## src/rtl/uram_sched_pkg.sv

```systemverilog
// Shared defaults and types for the URAM read/write scheduler.
package uram_sched_pkg;

    localparam int unsigned DEF_NUM_MUL      = 4;
    localparam int unsigned DEF_INDEX_WIDTH  = 12;
    localparam int unsigned DEF_DATA_WIDTH   = 64;
    localparam int unsigned DEF_RD_LAT       = 2;
    localparam int unsigned DEF_HAZ_DEPTH    = 6;
    localparam int unsigned DEF_STARVE_LIMIT = 8;

    // Hazard window entry at the default table address width.
    localparam int unsigned WIN_INDEX_WIDTH = DEF_INDEX_WIDTH;

    typedef struct packed {
        logic                       valid;
        logic [WIN_INDEX_WIDTH-1:0] index;
    } win_entry_t;

endpackage

```

## src/rtl/wr_hazard_window.sv

```systemverilog
// Tracks writes still in flight in the table write pipeline and flags any
// query index that matches one of them.
module wr_hazard_window
    import uram_sched_pkg::*;
#(
    parameter int unsigned INDEX_WIDTH = DEF_INDEX_WIDTH,
    parameter int unsigned HAZ_DEPTH   = DEF_HAZ_DEPTH
) (
    input  logic                   clk,
    input  logic                   reset,
    input  logic                   push,
    input  logic [INDEX_WIDTH-1:0] push_index,
    input  logic [INDEX_WIDTH-1:0] query_index,
    output logic                   hit
);

    typedef struct packed {
        logic                   valid;
        logic [INDEX_WIDTH-1:0] index;
    } entry_t;

    // The head of the window is the write being pushed this cycle, so only
    // HAZ_DEPTH-1 stages are registered: a write is hazardous for exactly
    // HAZ_DEPTH cycles starting with its accept cycle.
    localparam int unsigned REG_DEPTH = HAZ_DEPTH - 1;

    entry_t [REG_DEPTH-1:0] entries;

    // Shift the window every cycle, loading the current push at the head.
    always_ff @(posedge clk) begin
        if (reset) begin
            entries <= '0;
        end else begin
            entries[0] <= '{valid: push, index: push_index};
            for (int unsigned i = 1; i < REG_DEPTH; i++) begin
                entries[i] <= entries[i-1];
            end
        end
    end

    // Full-index compare against the live push and every registered entry.
    always_comb begin
        hit = push && (push_index == query_index);
        for (int unsigned i = 0; i < REG_DEPTH; i++) begin
            if (entries[i].valid && (entries[i].index == query_index)) begin
                hit = 1'b1;
            end
        end
    end

endmodule

```

## src/rtl/uram_rw_scheduler.sv

```systemverilog
// Front-end scheduler for the banked URAM table: accepts lookups and updates,
// aligns write stage-0/stage-11 inputs, blocks RAW hazards, bounds read
// starvation and tracks read data validity at the table output.
module uram_rw_scheduler
    import uram_sched_pkg::*;
#(
    parameter int unsigned NUM_MUL      = DEF_NUM_MUL,
    parameter int unsigned INDEX_WIDTH  = DEF_INDEX_WIDTH,
    parameter int unsigned DATA_WIDTH   = DEF_DATA_WIDTH,
    parameter int unsigned RD_LAT       = DEF_RD_LAT,
    parameter int unsigned HAZ_DEPTH    = DEF_HAZ_DEPTH,
    parameter int unsigned STARVE_LIMIT = DEF_STARVE_LIMIT
) (
    input  logic                          clk,
    input  logic                          reset,
    input  logic                          rd_req_valid,
    output logic                          rd_req_ready,
    input  logic [INDEX_WIDTH-1:0]        rd_req_index,
    input  logic                          wr_req_valid,
    output logic                          wr_req_ready,
    input  logic [INDEX_WIDTH-1:0]        wr_req_index,
    input  logic [NUM_MUL-1:0]            wr_req_mask,
    input  logic [NUM_MUL*DATA_WIDTH-1:0] wr_req_data,
    output logic [INDEX_WIDTH-1:0]        rd_index,
    output logic                          write_reg_0_valid,
    output logic [INDEX_WIDTH-1:0]        write_reg_0_index,
    output logic [NUM_MUL-1:0]            arbiter_result,
    output logic [NUM_MUL*DATA_WIDTH-1:0] write_reg_11_xor,
    output logic                          rsp_valid,
    output logic [INDEX_WIDTH-1:0]        rsp_index
);

    localparam int unsigned CNT_W = $clog2(STARVE_LIMIT + 1);
    localparam logic [CNT_W-1:0] STARVE_MAX = CNT_W'(STARVE_LIMIT);

    logic                          wr_fire;
    logic                          rd_fire;
    logic                          hit;
    logic                          throttled;
    logic [CNT_W-1:0]              starve_cnt;
    logic [NUM_MUL-1:0]            mask_d1;
    logic [NUM_MUL-1:0]            mask_d2;
    logic [NUM_MUL*DATA_WIDTH-1:0] data_d1;
    logic [NUM_MUL*DATA_WIDTH-1:0] data_d2;
    logic [RD_LAT:0]               rsp_vld_pipe;
    logic [RD_LAT:0][INDEX_WIDTH-1:0] rsp_idx_pipe;

    wr_hazard_window #(
        .INDEX_WIDTH (INDEX_WIDTH),
        .HAZ_DEPTH   (HAZ_DEPTH)
    ) u_window (
        .clk         (clk),
        .reset       (reset),
        .push        (wr_fire),
        .push_index  (wr_req_index),
        .query_index (rd_req_index),
        .hit         (hit)
    );

    // Handshakes: writes yield to a starved read, reads yield to any hazard.
    always_comb begin
        throttled    = (starve_cnt == STARVE_MAX);
        wr_req_ready = !throttled;
        wr_fire      = wr_req_valid && wr_req_ready;
        rd_req_ready = !hit;
        rd_fire      = rd_req_valid && rd_req_ready;
    end

    // Write issue: stage-0 register plus mask/data delay to stage-11 alignment.
    always_ff @(posedge clk) begin
        if (reset) begin
            write_reg_0_valid <= 1'b0;
            write_reg_0_index <= '0;
            mask_d1           <= '0;
            mask_d2           <= '0;
            data_d1           <= '0;
            data_d2           <= '0;
            arbiter_result    <= '0;
            write_reg_11_xor  <= '0;
        end else begin
            write_reg_0_valid <= wr_fire;
            if (wr_fire) begin
                write_reg_0_index <= wr_req_index;
            end
            mask_d1          <= wr_fire ? wr_req_mask : '0;
            data_d1          <= wr_fire ? wr_req_data : '0;
            mask_d2          <= mask_d1;
            data_d2          <= data_d1;
            arbiter_result   <= mask_d2;
            write_reg_11_xor <= data_d2;
        end
    end

    // Read issue and response pipe tracking data validity at the table output.
    always_ff @(posedge clk) begin
        if (reset) begin
            rd_index     <= '0;
            rsp_vld_pipe <= '0;
            rsp_idx_pipe <= '0;
        end else begin
            if (rd_fire) begin
                rd_index <= rd_req_index;
            end
            rsp_vld_pipe[0] <= rd_fire;
            rsp_idx_pipe[0] <= rd_req_index;
            for (int unsigned i = 1; i <= RD_LAT; i++) begin
                rsp_vld_pipe[i] <= rsp_vld_pipe[i-1];
                rsp_idx_pipe[i] <= rsp_idx_pipe[i-1];
            end
        end
    end

    assign rsp_valid = rsp_vld_pipe[RD_LAT];
    assign rsp_index = rsp_idx_pipe[RD_LAT];

    // Starvation counter: counts consecutive blocked-read cycles, saturating.
    always_ff @(posedge clk) begin
        if (reset) begin
            starve_cnt <= '0;
        end else if (!rd_req_valid || rd_fire) begin
            starve_cnt <= '0;
        end else if (!throttled) begin
            starve_cnt <= starve_cnt + 1'b1;
        end
    end

endmodule

```

## config.mk

```make
export PLATFORM = sky130hd
export DESIGN_NAME = uram_rw_scheduler
export DESIGN_NICKNAME = d
export VERILOG_FILES = /design/src/rtl/uram_sched_pkg.sv /design/src/rtl/wr_hazard_window.sv /design/src/rtl/uram_rw_scheduler.sv
export SDC_FILE = /design/constraint.sdc
export NUM_CORES = 1
export LEC_CHECK = 0
export CAP_MARGIN = 20
export CORE_AREA = 2 2 247 249
export CTS_CLUSTER_DIAMETER = 30
export DETAILED_ROUTE_END_ITERATION = 7
export DIE_AREA = 0 0 249 251
export PLACE_DENSITY = 0.74
export SKIP_LAST_GASP = 1
export SLEW_MARGIN = 30
export SYNTH_ARGS = -nofsm -noshare
export SYNTH_HDL_FRONTEND = slang
export SYNTH_SLANG_ARGS = --single-unit
```

## constraint.sdc

```tcl
create_clock -name clk -period 1.95 [get_ports clk]
set_input_delay 0.39 -clock clk [delete_from_list [all_inputs] [get_ports clk]]
set_output_delay 0.39 -clock clk [all_outputs]
set_load 0.05 [all_outputs]
```

# == Yosys cells after proc, flatten, opt, wreduce, memory -nomap -nowiden ==
# Index checks and enable logic that the tools add are counted.
# classes
bitwise_logic,1
muxes,5
eq_ne,7
n_reduce_logical,14
n_addsub,1
# op_table
cell,count
== test 12 bit,6
logical AND 1 bit,8
2-to-1 mux 1 bit,5
adder 4 x 1 -> 4 bit (second input constant),1
== test 4 bit (second input constant),1
OR reduction 2 bit,2
zero test 1 bit,3
logical OR 1 bit,1
NOT 1 bit,1
# totals
in_bits,288
output_inout_bits,300
reg_bits,912
elab_cells,51

# == Longest topological paths before layout ==
# Gate-level depths: netlist of run 1.
# depth
word_depth,13
depth_mapped,9
ltp_nobuf,8

# == Modules after synthesis ==
# Synthesis of run 1 repeated with hierarchy kept, for this count alone.
# hier_totals
cells_unflattened,2123
area_unflattened_um2,25768.5
# modules_own_cells
mod,area_per_inst_um2,cells_per_inst,seq_area_each_um2,n_inst
uram_rw_scheduler,23090.9,1874,16976.3,1
wr_hazard_window,2677.6,249,1301.2,1

# == Least setup slack after synthesis of run 1 ==
# Ideal clock, no wire load.
# synth_timing
path_type,reg2out
start,register starve_cnt[0]
end,output rd_req_ready
setup_slack_ns,-0.693
arrival_ns,2.253
stages_incl_launch_ff,10
required_time_ns,1.560
cell_sequence,dfxtp_1 inv_1 ha_1 and3b_1 inv_2 nand4_1 nor4_2 or2_2 buf_2 nor2_1
# synth_via
elab_chain_len,10
# synth_lines
element,line,source
"start, declared",uram_rw_scheduler.sv:40,logic [CNT_W-1:0] starve_cnt;
"start signal, assigned",uram_rw_scheduler.sv:123,starve_cnt <= starve_cnt + 1'b1;
== test 4 bit,uram_rw_scheduler.sv:62,throttled = (starve_cnt == STARVE_MAX);
zero test 1 bit,n/a,
via wr_req_ready,uram_rw_scheduler.sv:20,"output logic wr_req_ready,"
logical AND 1 bit,uram_rw_scheduler.sv:64,wr_fire = wr_req_valid && wr_req_ready;
logical AND 1 bit,wr_hazard_window.sv:43,hit = push && (push_index == query_index);
2-to-1 mux 1 bit (5 in series),wr_hazard_window.sv:45,if (entries[i].valid && (entries[i].index == query_index)) begin
zero test 1 bit,uram_rw_scheduler.sv:65,rd_req_ready = !hit;
"end, declared",uram_rw_scheduler.sv:17,"output logic rd_req_ready,"
# The timed path passes the listed nets, and every way through them passes these cells.

# == Final worst setup path of run 1 ==
# layout_timing
start,register starve_cnt[0]
end,output rd_req_ready
# layout_via
elab_chain_len,10
# layout_lines
element,line
== test 4 bit,uram_rw_scheduler.sv:62
zero test 1 bit,n/a
logical AND 1 bit,uram_rw_scheduler.sv:64
logical AND 1 bit,wr_hazard_window.sv:43
2-to-1 mux 1 bit (5 in series),wr_hazard_window.sv:45
zero test 1 bit,uram_rw_scheduler.sv:65
# No other way between the ends.

==> flow_summary.yaml, run 1 <==
place:
  io_buffers: 587
  place_area_sq_um: 32900
  post-dp-hpwl_um: 43700
  place.gp.congestion: 0.840
  placedCellCount: 3469
logic_synthesis:
  synth_common_cells: "912 x dfxtp_1, 634 x nor2b_1, 261 x and2_1, 108 x clkbuf_1, 74 x xnor2_1"
  synthArstFlopShare_pct: 0
  synth-edff-count: 0
  syn-num-nets: 2445
  yosysSeqAreaShare_pct: 70.1
  synth.distinct_cells: 31
  synth.avg_cell_area_sq_um: 12.1
  synthFlopType: "dfxtp_1"
  netlist_area_sq_um: 26000
  netlist_instances: 2155
  synth.most_common_cell: "dfxtp_1"
  ys_top_cells_by_area: "dfxtp_1 70%, nor2b_1 15%, and2_1 6.3%"
  synth_top_cell_area_share_pct: 70.1
  yosys_warnings: 0
  ys_seq_elements: 912
  synth_top_area_cell: "dfxtp_1"
sta:
  setup_slack_ps: -666
  finalHoldViolCount: 0
  slew_headroom_pct: 66.3
  rsz0062_at_grt: "true"
  fmax_mhz: 382
  tightestPinTransition_ps: 508
  finalCriticalPeriod_ps: 2620
  setup_violations: 4
  skew_ps: 23.0
  finalCritPeriodShare_pct: 134
  drv_slew: 0
pwr:
  p_sw_share_pct: 22.2
  pwr-share-comb_pct: 5.4
  p_sw_mw: 10.4
  power_frac_seq_pct: 41.4
  clkPwrFrac_pct: 53.2
  vdd.ir_drop.worst_v: 0.000724
  powerDensity_nw_per_um2: 1220
  p_leak_nw: 15.6
  power.internal_mw: 36.4
die:
  die_area_sq_um: 62500
  fp.coreArea_sq_um: 59800
  die_h_um: 251
  num_rows: 90
  ios: 588
  initial_utilization_pct: 43.6
  die_w_um: 249
routing:
  drcViolationCount: 0
  drt_iter0_markers: 560
  routed_wirelength_um: 66100
  wl_per_cell_um: 17.6
  ant_nets: 0
  firstDrtPassIters: 5
  vias: 16400
  vias_per_cell: 4.38
worst_setup_path:
  crit_required_ps: 1560
  start_kind: "flip-flop"
  r2r_end: "rd_index[9]$_SDFFE_PP0P_"
  cp_max_fo: 2
  cpLargestDelayFamily: "simple AND/OR/NAND/NOR gates"
  crit_slowest_cell: "dfxtp_2"
  arrival_ps: 2230
  path_cells: "inv_2, ha_2, and3b_2, clkinv_4, nand4_1, nor4_4, or2_4, nor2_4, buf_8"
  r2r_start: "starve_cnt[0]$_SDFFE_PP0N_"
  cp-end-kind: "output pin"
  cp_slowest_stage_delay_ps: 320
  rrSetupSlack_ps: -10
  cp_num_buf_inv: 3
  reg2reg_depth: 11
  crit_type: "flip-flop to output pin"
cts:
  clk_path_buf_depth: 3
  clock_sinks: 912
  htree_levels: 4
  cts_tree: "done"
  clkLatencyLatePin_ps: 700
  cts-root-buf: "clkbuf_16"
  cts.clk_slew.worst_paths_ps: 50
  holdBufCountCts: 0
  cts-buffers-inserted: 138
grt:
  overflow: 0
  grt_pass1_vias: 17500
  grt_max_degree: 62
  grt.total_usage_pct: 20.5
  antenna_found_initial: 10
  grt_pass1_wl_um: 97300
run_status:
  violations: "negative setup slack"
  status: "complete, but fails checks"
cells_and_area:
  syn_to_final_growth_pct: 48.0
  final_cell_area_sq_um: 38500
  nNetsFinal: 3141
  drive_gt1_share_pct: 22.8
  final_cells: 3751
min_path:
  whs_path_depth: 2
  hp-start: "reset"
  min_path_type: "primary input to flip-flop"
  hold_end: "rsp_index[9]$_SDFF_PP0_"
run:
  drv_cap: 0
-- per-layer routing --
metal / vias to the layer above / global-route usage [%] / routed length, um
met3: 140 / 7.91 / 5020
met2: 519 / 36.5 / 33700
met1: 7700 / 20.9 / 25000
met5: - / 0 / 25
li1: 8078 / - / -
met4: 4 / 10.3 / 2390
-- final cells by class --
cell class                      instances  area [sq um]
Timing Repair Buffer                  692          7170
Multi-Input combinational cell       1103          7280
Fill cell                            4253         21300
Antenna cell                            6          15.0
Clock buffer                          157          3640
Tap cell                              782           978
Clock inverter                         95          1180
Inverter                                4          20.0
Sequential cell                       912         18300
-- how the worst max path moves through the flow --
stage,from,to,cells past startpoint
finish,starve_cnt[0]$_SDFFE_PP0N_,rd_req_ready,9
global route,u_window.entries[13]$_SDFF_PP0_,rd_req_ready,6
CTS,u_window.entries[7]$_SDFF_PP0_,rd_req_ready,6
detailed placement,rd_req_index[0],rd_index[11]$_SDFFE_PP0P_,7
global placement,rd_req_index[0],rd_req_ready,8
floorplan,rd_req_index[5],rd_req_ready,7
-- what timing repair did --
item                                    4_1_cts  5_1_grt
buffers inserted                              4        9
resized for setup                           539       54
cloned                                        6        9
pin swaps                                     4        5
endpoints found under the setup margin      222      195
-- layout by cell type (no fill, tap or decap), drive strengths merged --
| cell type | n |
|---|---|
| buf | 212 |
| nor4 | 7 |
| clkbuf | 174 |
| nor2b | 634 |
| dfxtp | 912 |
| dlygate4sd2 | 1 |
| inv | 28 |
| o41ai | 12 |
| nand2 | 43 |
| nor3 | 1 |
| dlymetal6s2s | 1 |
| a21oi | 13 |
| and3b | 1 |
| o311ai | 12 |
| xor2 | 1 |
| o31ai | 12 |
| nand2b | 1 |
| clkdlybuf4s50 | 285 |
| or4 | 1 |
| clkinvlp | 16 |
| a2111oi | 1 |
| clkinv | 38 |
| nor2 | 4 |
| and2 | 261 |
| xnor2 | 74 |
| a211oi | 3 |
| or2 | 1 |
| bufinv | 17 |
| nand4 | 13 |
| ha | 2 |
| diode | 6 |
| clkdlybuf4s15 | 176 |
| nand3 | 6 |
-- power groups by stage --
stage               Sequential, mW  Clock (mW)  Combinational [mW]
finish                        19.4        24.9                2.52
detailed placement            19.8           0                2.39
global route                  19.4        26.2                2.68
global placement              19.7           0                2.36
CTS                           19.4        25.4                2.47
floorplan                     20.1           0               0.826
-- flip-flops by register name, summed over array words and instances, names as in the netlist --
signal             count
rsp_vld_pipe           3
rsp_index             12
rd_index              12
mask_d1                4
data_d2              256
u_window.entries      64
write_reg_0_index     12
data_d1              256
rsp_idx_pipe          24
starve_cnt             4
write_reg_0_valid      1
mask_d2                4
write_reg_11_xor     256
arbiter_result         4
-- worst reg2reg max path, cell delays in order (launching register included) --
cell,delay (ps)
dfxtp_2,320
inv_2,60
ha_2,150
and3b_2,210
clkinv_4,60
nand4_1,110
nor4_4,50
buf_4,160
buf_8,130
buf_4,130
o31ai_1,270
o311ai_2,150
-- kinds of logic (layout without fill, tap and decap cells) --
| kind of cell | count (synthesis) | in the layout | synth area share (%) |
|---|---|---|---|
| adder cells (fa/ha/maj) | 2 | 2 | 0.0961 |
| AND/OR/NAND/NOR | 973 | 973 | 23.1 |
| other | 0 | 6 | 0 |
| flip-flops | 912 | 912 | 70.1 |
| buffers and inverters | 140 | 948 | 2.44 |
| AO/OA/AOI/OAI | 53 | 53 | 1.78 |
| XOR/XNOR | 75 | 75 | 2.52 |
-- metrics by stage --
step / worst slack (ps) / power [mW] / hold slack [ps] / util, % / TNS, ps
6_report: -666 / 46.8 / 80.4 / 64.4 / -872
5_1_grt: -766 / 48.3 / 75.3 / 64.4 / -6420
4_1_cts: -760 / 47.2 / 36.6 / 64.0 / -9880
3_5_place_dp: -720 / 22.1 / 420 / 55.1 / -14610
3_3_place_gp: -722 / 22.1 / 415 / 55.1 / -14110
2_1_floorplan: -243 / 20.9 / 414 / - / -243
Power figures use the tool's default switching activity.
==> run 2, diff against run 1 <==
--- a/config.mk
+++ b/config.mk
@@ -6,10 +6,10 @@
 export NUM_CORES = 1
 export LEC_CHECK = 0
 export CAP_MARGIN = 20
-export CORE_AREA = 2 2 247 249
+export CORE_AREA = 2 2 241 243
 export CTS_CLUSTER_DIAMETER = 30
 export DETAILED_ROUTE_END_ITERATION = 7
-export DIE_AREA = 0 0 249 251
+export DIE_AREA = 0 0 243 245
 export PLACE_DENSITY = 0.74
 export SKIP_LAST_GASP = 1
 export SLEW_MARGIN = 30
==> constraint.sdc (replaced) <==
create_clock -name clk -period 3.07 [get_ports clk]
set_input_delay 0.614 -clock clk [delete_from_list [all_inputs] [get_ports clk]]
set_output_delay 0.614 -clock clk [all_outputs]
set_load 0.05 [all_outputs]
==> run 2 against run 1 <==
  * The run still ends with negative setup slack left
  * Clock skew is 6.6 ps higher
  * Clock power down 35%
  * Register-to-register slack improved by 810 ps
  * Via count decreased by 2.0%
  * Sequential power down 37%
  * Critical path type is now primary input to output pin
==> flow_summary.yaml, run 2 (synthesized netlist as in run 1, its figures left out) <==
sta:
  rsz0062_at_grt: "true"
  slew_headroom_pct: 45.1
  setup_slack_ps: -33.4
  fmax_mhz: 322
  finalCritPeriodShare_pct: 101
  setup_violations: 1
  finalCriticalPeriod_ps: 3100
  skew_ps: 29.6
  tightestPinTransition_ps: 816
  drv_slew: 0
  finalHoldViolCount: 0
die:
  initial_utilization_pct: 45.7
  ios: 588
  die_h_um: 245
  die_area_sq_um: 59500
  fp.coreArea_sq_um: 57000
  die_w_um: 243
  num_rows: 88
routing:
  routed_wirelength_um: 62900
  firstDrtPassIters: 5
  drcViolationCount: 0
  wl_per_cell_um: 17.0
  vias: 16100
  ant_nets: 0
  vias_per_cell: 4.36
  drt_iter0_markers: 594
worst_setup_path:
  crit_type: "primary input to output pin"
  crit_path_end: "rd_req_ready"
  cp-end-kind: "output pin"
  r2r_start: "starve_cnt[1]$_SDFFE_PP0N_"
  crit_required_ps: 2460
  rrSetupSlack_ps: 800
  r2r_end: "starve_cnt[2]$_SDFFE_PP0N_"
  crit_start: "rd_req_index[6]"
  arrival_ps: 2490
  start_kind: "primary input"
  reg2reg_depth: 10
  cp_max_fo: 6
cts:
  clk_path_buf_depth: 3
  cts-root-buf: "clkbuf_16"
  cts.clk_slew.worst_paths_ps: 50
  clkLatencyLatePin_ps: 700
  cts_tree: "done"
  clock_sinks: 912
  htree_levels: 4
  cts-buffers-inserted: 144
run_status:
  status: "complete, but fails checks"
  violations: "negative setup slack"
cells_and_area:
  final_core_util_pct: 66.4
  final_cell_mix: "910 x dfxtp_1, 634 x nor2b_1, 577 x clkdlybuf4s50_1"
  syn_to_final_growth_pct: 45.4
  nNetsFinal: 3094
  drive_gt1_share_pct: 11.4
  final_common_cell: "dfxtp_1"
  largest_registers: "data_d1 (256), data_d2 (256), write_reg_11_xor (256)"
  final_cells: 3693
place:
  placedCellCount: 3418
  post-dp-hpwl_um: 42800
  io_buffers: 587
  place.gp.congestion: 0.888
  preCtsSetupSlack_ps: -257
pwr:
  p_leak_nw: 15.0
  vdd.ir_drop.worst_v: 0.000578
  finalPower_mw: 30.0
  powerDensity_nw_per_um2: 791
grt:
  grt_pass1_vias: 16900
  grt.total_usage_pct: 21.1
  grt_pass1_wl_um: 95800
  grt_max_degree: 134
  overflow: 0
  antenna_found_initial: 8
run:
  drv_cap: 0
min_path:
  min_path_type: "primary input to flip-flop"
-- run 2: worst max-delay path, cell delays in order --
cell             delay (ps)
clkdlybuf4s50_1         530
buf_6                   160
xnor2_1                  80
nand3_1                 140
nor4_4                   80
or4_4                   560
nor2_4                  150
buf_8                   170
-- run 2: stage by stage --
step	hold slack [ps]	setup TNS [ps]	area (sq um)
floorplan	414	0	26000
global placement	415	-238	32800
detailed placement	420	-257	32800
CTS	319	-111	37800
global route	352	-80.2	37900
finish	368	-33.4	37900
-- run 2: timing repair --
| action | 4_1_cts | 5_1_grt |
|---|---|---|
| resized for setup | 9 | 17 |
| pin swaps | 1 | 4 |
| hold buffers | 0 | 0 |
| buffers inserted | 0 | 5 |
| setup endpoints to repair | 2 | 1 |
-- run 2: per-layer routing --
| metal | track usage, % | routed length [um] | vias to the layer above |
|---|---|---|---|
| met2 | 36.9 | 32000 | 515 |
| met4 | 9.40 | 2100 | 8 |
| met3 | 8.24 | 4850 | 149 |
| li1 | - | - | 7961 |
| met1 | 22.4 | 23900 | 7483 |
| met5 | 0 | 51 | - |
-- run 2: cell type report --
type,count,area [sq um]
Antenna cell,4,10.0
Clock buffer,180,3990
Clock inverter,86,1000
Fill cell,4182,19200
Inverter,4,17.5
Multi-Input combinational cell,1103,7210
Sequential cell,912,18300
Tap cell,765,957
Timing Repair Buffer,639,6430
-- run 2: power by group --
| part | switching, mW | leakage, nW | total (mW) | internal, mW |
|---|---|---|---|---|
| combinational | 0.736 | 5.08 | 1.48 | 0.740 |
| sequential | 0.0981 | 7.44 | 12.3 | 12.2 |
| clock | 5.61 | 2.44 | 16.2 | 10.6 |
-- run 2: how the worst min path moves through the flow --
stage / depth (start not counted) / to / from / slack [ps]
after detailed placement: 1 / data_d2[218]$_SDFF_PP0_ / data_d1[218]$_SDFF_PP0_ / 420
after global routing: 2 / u_window.entries[25]$_SDFF_PP0_ / reset / 350
after floorplan: 1 / arbiter_result[0]$_SDFF_PP0_ / mask_d2[0]$_SDFF_PP0_ / 410
after CTS: 2 / rsp_idx_pipe[18]$_SDFF_PP0_ / reset / 320
final: 2 / rsp_index[1]$_SDFF_PP0_ / reset / 370
after global placement: 1 / data_d2[178]$_SDFF_PP0_ / data_d1[178]$_SDFF_PP0_ / 420
==> edit (settings of run 1) <==
Set the package constant `DEF_HAZ_DEPTH` to 8 (it was 6).
--- a/src/rtl/uram_sched_pkg.sv
+++ b/src/rtl/uram_sched_pkg.sv
@@ -5,7 +5,7 @@
     localparam int unsigned DEF_INDEX_WIDTH  = 12;
     localparam int unsigned DEF_DATA_WIDTH   = 64;
     localparam int unsigned DEF_RD_LAT       = 2;
-    localparam int unsigned DEF_HAZ_DEPTH    = 6;
+    localparam int unsigned DEF_HAZ_DEPTH    = 8;
     localparam int unsigned DEF_STARVE_LIMIT = 8;
 
     // Hazard window entry at the default table address width.
Check against the original RTL: same outputs for any inputs over 4 cycles, from zero or initial values and one cycle with reset high; that may be too few to reach the edited logic, so the function may still have changed.
==> edit against run 1 <==
The run still ends with negative setup slack left. Cell count is 1.4% higher. Critical endpoint unchanged. Final area is 2.3% higher. Non-clock buffer count is 27 lower. Routed wire length is 2.3% lower. Total power is 5.6% higher. Synthesized cell count is 1.8% higher. Die area stayed put. Global-route usage is 0.16 points lower. Count of clock-buffer cells in the layout is 29 higher. Synthesized area is 2.6% higher. Largest cell class unchanged. Setup slack worse by 36 ps. Highest routed layer unchanged. Sequential cell count is 26 higher. Via count is 0.48% higher.
==> edit: results <==
# TYPE chip_impl_metric gauge
chip_impl_metric{name="post_synth_inst_count",unit=""} 2194
chip_impl_metric{name="cts_inserted_buffers",unit=""} 151
chip_impl_metric{name="power.switching",unit="uW"} 11100
chip_impl_metric{name="detailed_place_hpwl",unit="um"} 44700
chip_impl_info{name="worst_path_max_delay_cell",value="clkdlybuf4s50_1"} 1
chip_impl_metric{name="finish.cell_count_without_fillers",unit=""} 3805
chip_impl_metric{name="fillers",unit=""} 4206
chip_impl_metric{name="timing_worst_slew_pin_value",unit="ps"} 501
chip_impl_metric{name="hold_slack",unit="ps"} 45.5
chip_impl_metric{name="gp_routability_congestion",unit=""} 0.856
chip_impl_metric{name="critical_path_peak_fanout",unit=""} 9
chip_impl_info{name="reg2reg_from",value="starve_cnt[1]$_SDFFE_PP0N_"} 1
chip_impl_metric{name="grt_antenna_before_repair",unit=""} 27
chip_impl_metric{name="layout-drive-gt1-share",unit="%"} 22.3
chip_impl_info{name="run_status",value="finished, violations left"} 1
chip_impl_metric{name="grt_pass1_wl",unit="um"} 96700
chip_impl_metric{name="1st_iter_drt_viols",unit=""} 474
chip_impl_metric{name="placedCellCount",unit=""} 3504
chip_impl_info{name="failed_checks",value="negative setup slack"} 1
chip_impl_metric{name="grt_start_max_net_pins",unit=""} 70
chip_impl_metric{name="final_setup_slack_of_the_worst_path",unit="ps"} -701
chip_impl_metric{name="cp_arrival",unit="ps"} 2260
chip_impl_metric{name="final_skew",unit="ps"} 37.6
chip_impl_metric{name="finalSetupViolations",unit=""} 18
chip_impl_metric{name="grtUsageTotal",unit="%"} 20.3
chip_impl_metric{name="synth_seq_area_share",unit="%"} 70.3
chip_impl_metric{name="design.final.nets",unit=""} 3172
edit: cell count changes after synthesis, moves of 10 or more:
cell / delta
o31ai_1: -12
mux2_4: +10
dfxtp_1: +26
nor2b_1: +26
buf_6: +10
o41ai_1: -12
xor2_1: +15
buf_4: -10
nand2_1: -12
edit: timing repair:
item,4_1_cts,5_1_grt
pin swaps,9,7
gates resized for setup,536,30
setup endpoints to repair,188,32
buffers inserted,3,3
gates cloned,1,1
edit: worst max-delay path by stage:
| stage | startpoint | end | slack, ps | depth (start not counted) |
|---|---|---|---|---|
| final | rd_req_index[7] | rd_req_ready | -700 | 10 |
| after global routing | u_window.entries[46]$_SDFF_PP0_ | rd_req_ready | -790 | 7 |
| after CTS | u_window.entries[84]$_SDFF_PP0_ | rd_req_ready | -720 | 7 |
| after detailed placement | rd_req_index[2] | rd_req_ready | -760 | 10 |
| after global placement | rd_req_index[4] | rd_req_ready | -730 | 10 |
| after floorplan | rd_req_index[5] | rd_req_ready | 0.08 | 6 |
edit: cell families (layout without fill, tap and decap cells):
kind of cell | Yosys count | after routing | synth area share [%]
simple gates | 995 | 995 | 23.0
flops | 938 | 938 | 70.3
buf+inv | 133 | 948 | 2.41
xor+xnor | 99 | 99 | 3.24
compound gates | 15 | 15 | 0.337
mux | 12 | 12 | 0.646
fa+ha+maj | 2 | 2 | 0.0936
other cells | 0 | 14 | 0
edit: area by class of cell:
cell class / count / area [um2] / area share, %
well taps: 782 / 978 / 2.48
clock inverters: 94 / 1260 / 3.20
diodes: 14 / 35.0 / 0.0889
inverters: 3 / 15.0 / 0.0381
multi-input cells: 1123 / 7490 / 19.0
clock buffers: 186 / 4110 / 10.4
repair buffers: 665 / 6720 / 17.1
flip-flops and latches: 938 / 18800 / 47.7
edit: metrics by stage:
stage / total power [uW] / instance area (um2)
finish: 49400 / 39400
floorplan: 21500 / 26800
global route: 51000 / 39400
global placement: 22700 / 33600
detailed placement: 22700 / 33600
CTS: 49900 / 39300
edit: routing by layer:
metal  share of wire [%]  routed length [um]  track usage (%)  up-vias
li1                    -                   -                -     8121
met1                  38               24500             21.3     7668
met2                  50               32200             34.8      518
met3                 6.8                4400             7.05      191
met4                 5.2                3390             13.1       22
met5                0.22                 143                0        -
edit: power by group through the flow:
stage | registers (uW) | clock network, uW | logic, uW
floorplan | 20700 | 0 | 866
CTS | 19900 | 27500 | 2470
detailed placement | 20300 | 0 | 2450
global placement | 20300 | 0 | 2420
global route | 19900 | 28400 | 2610
finish | 19900 | 27100 | 2450
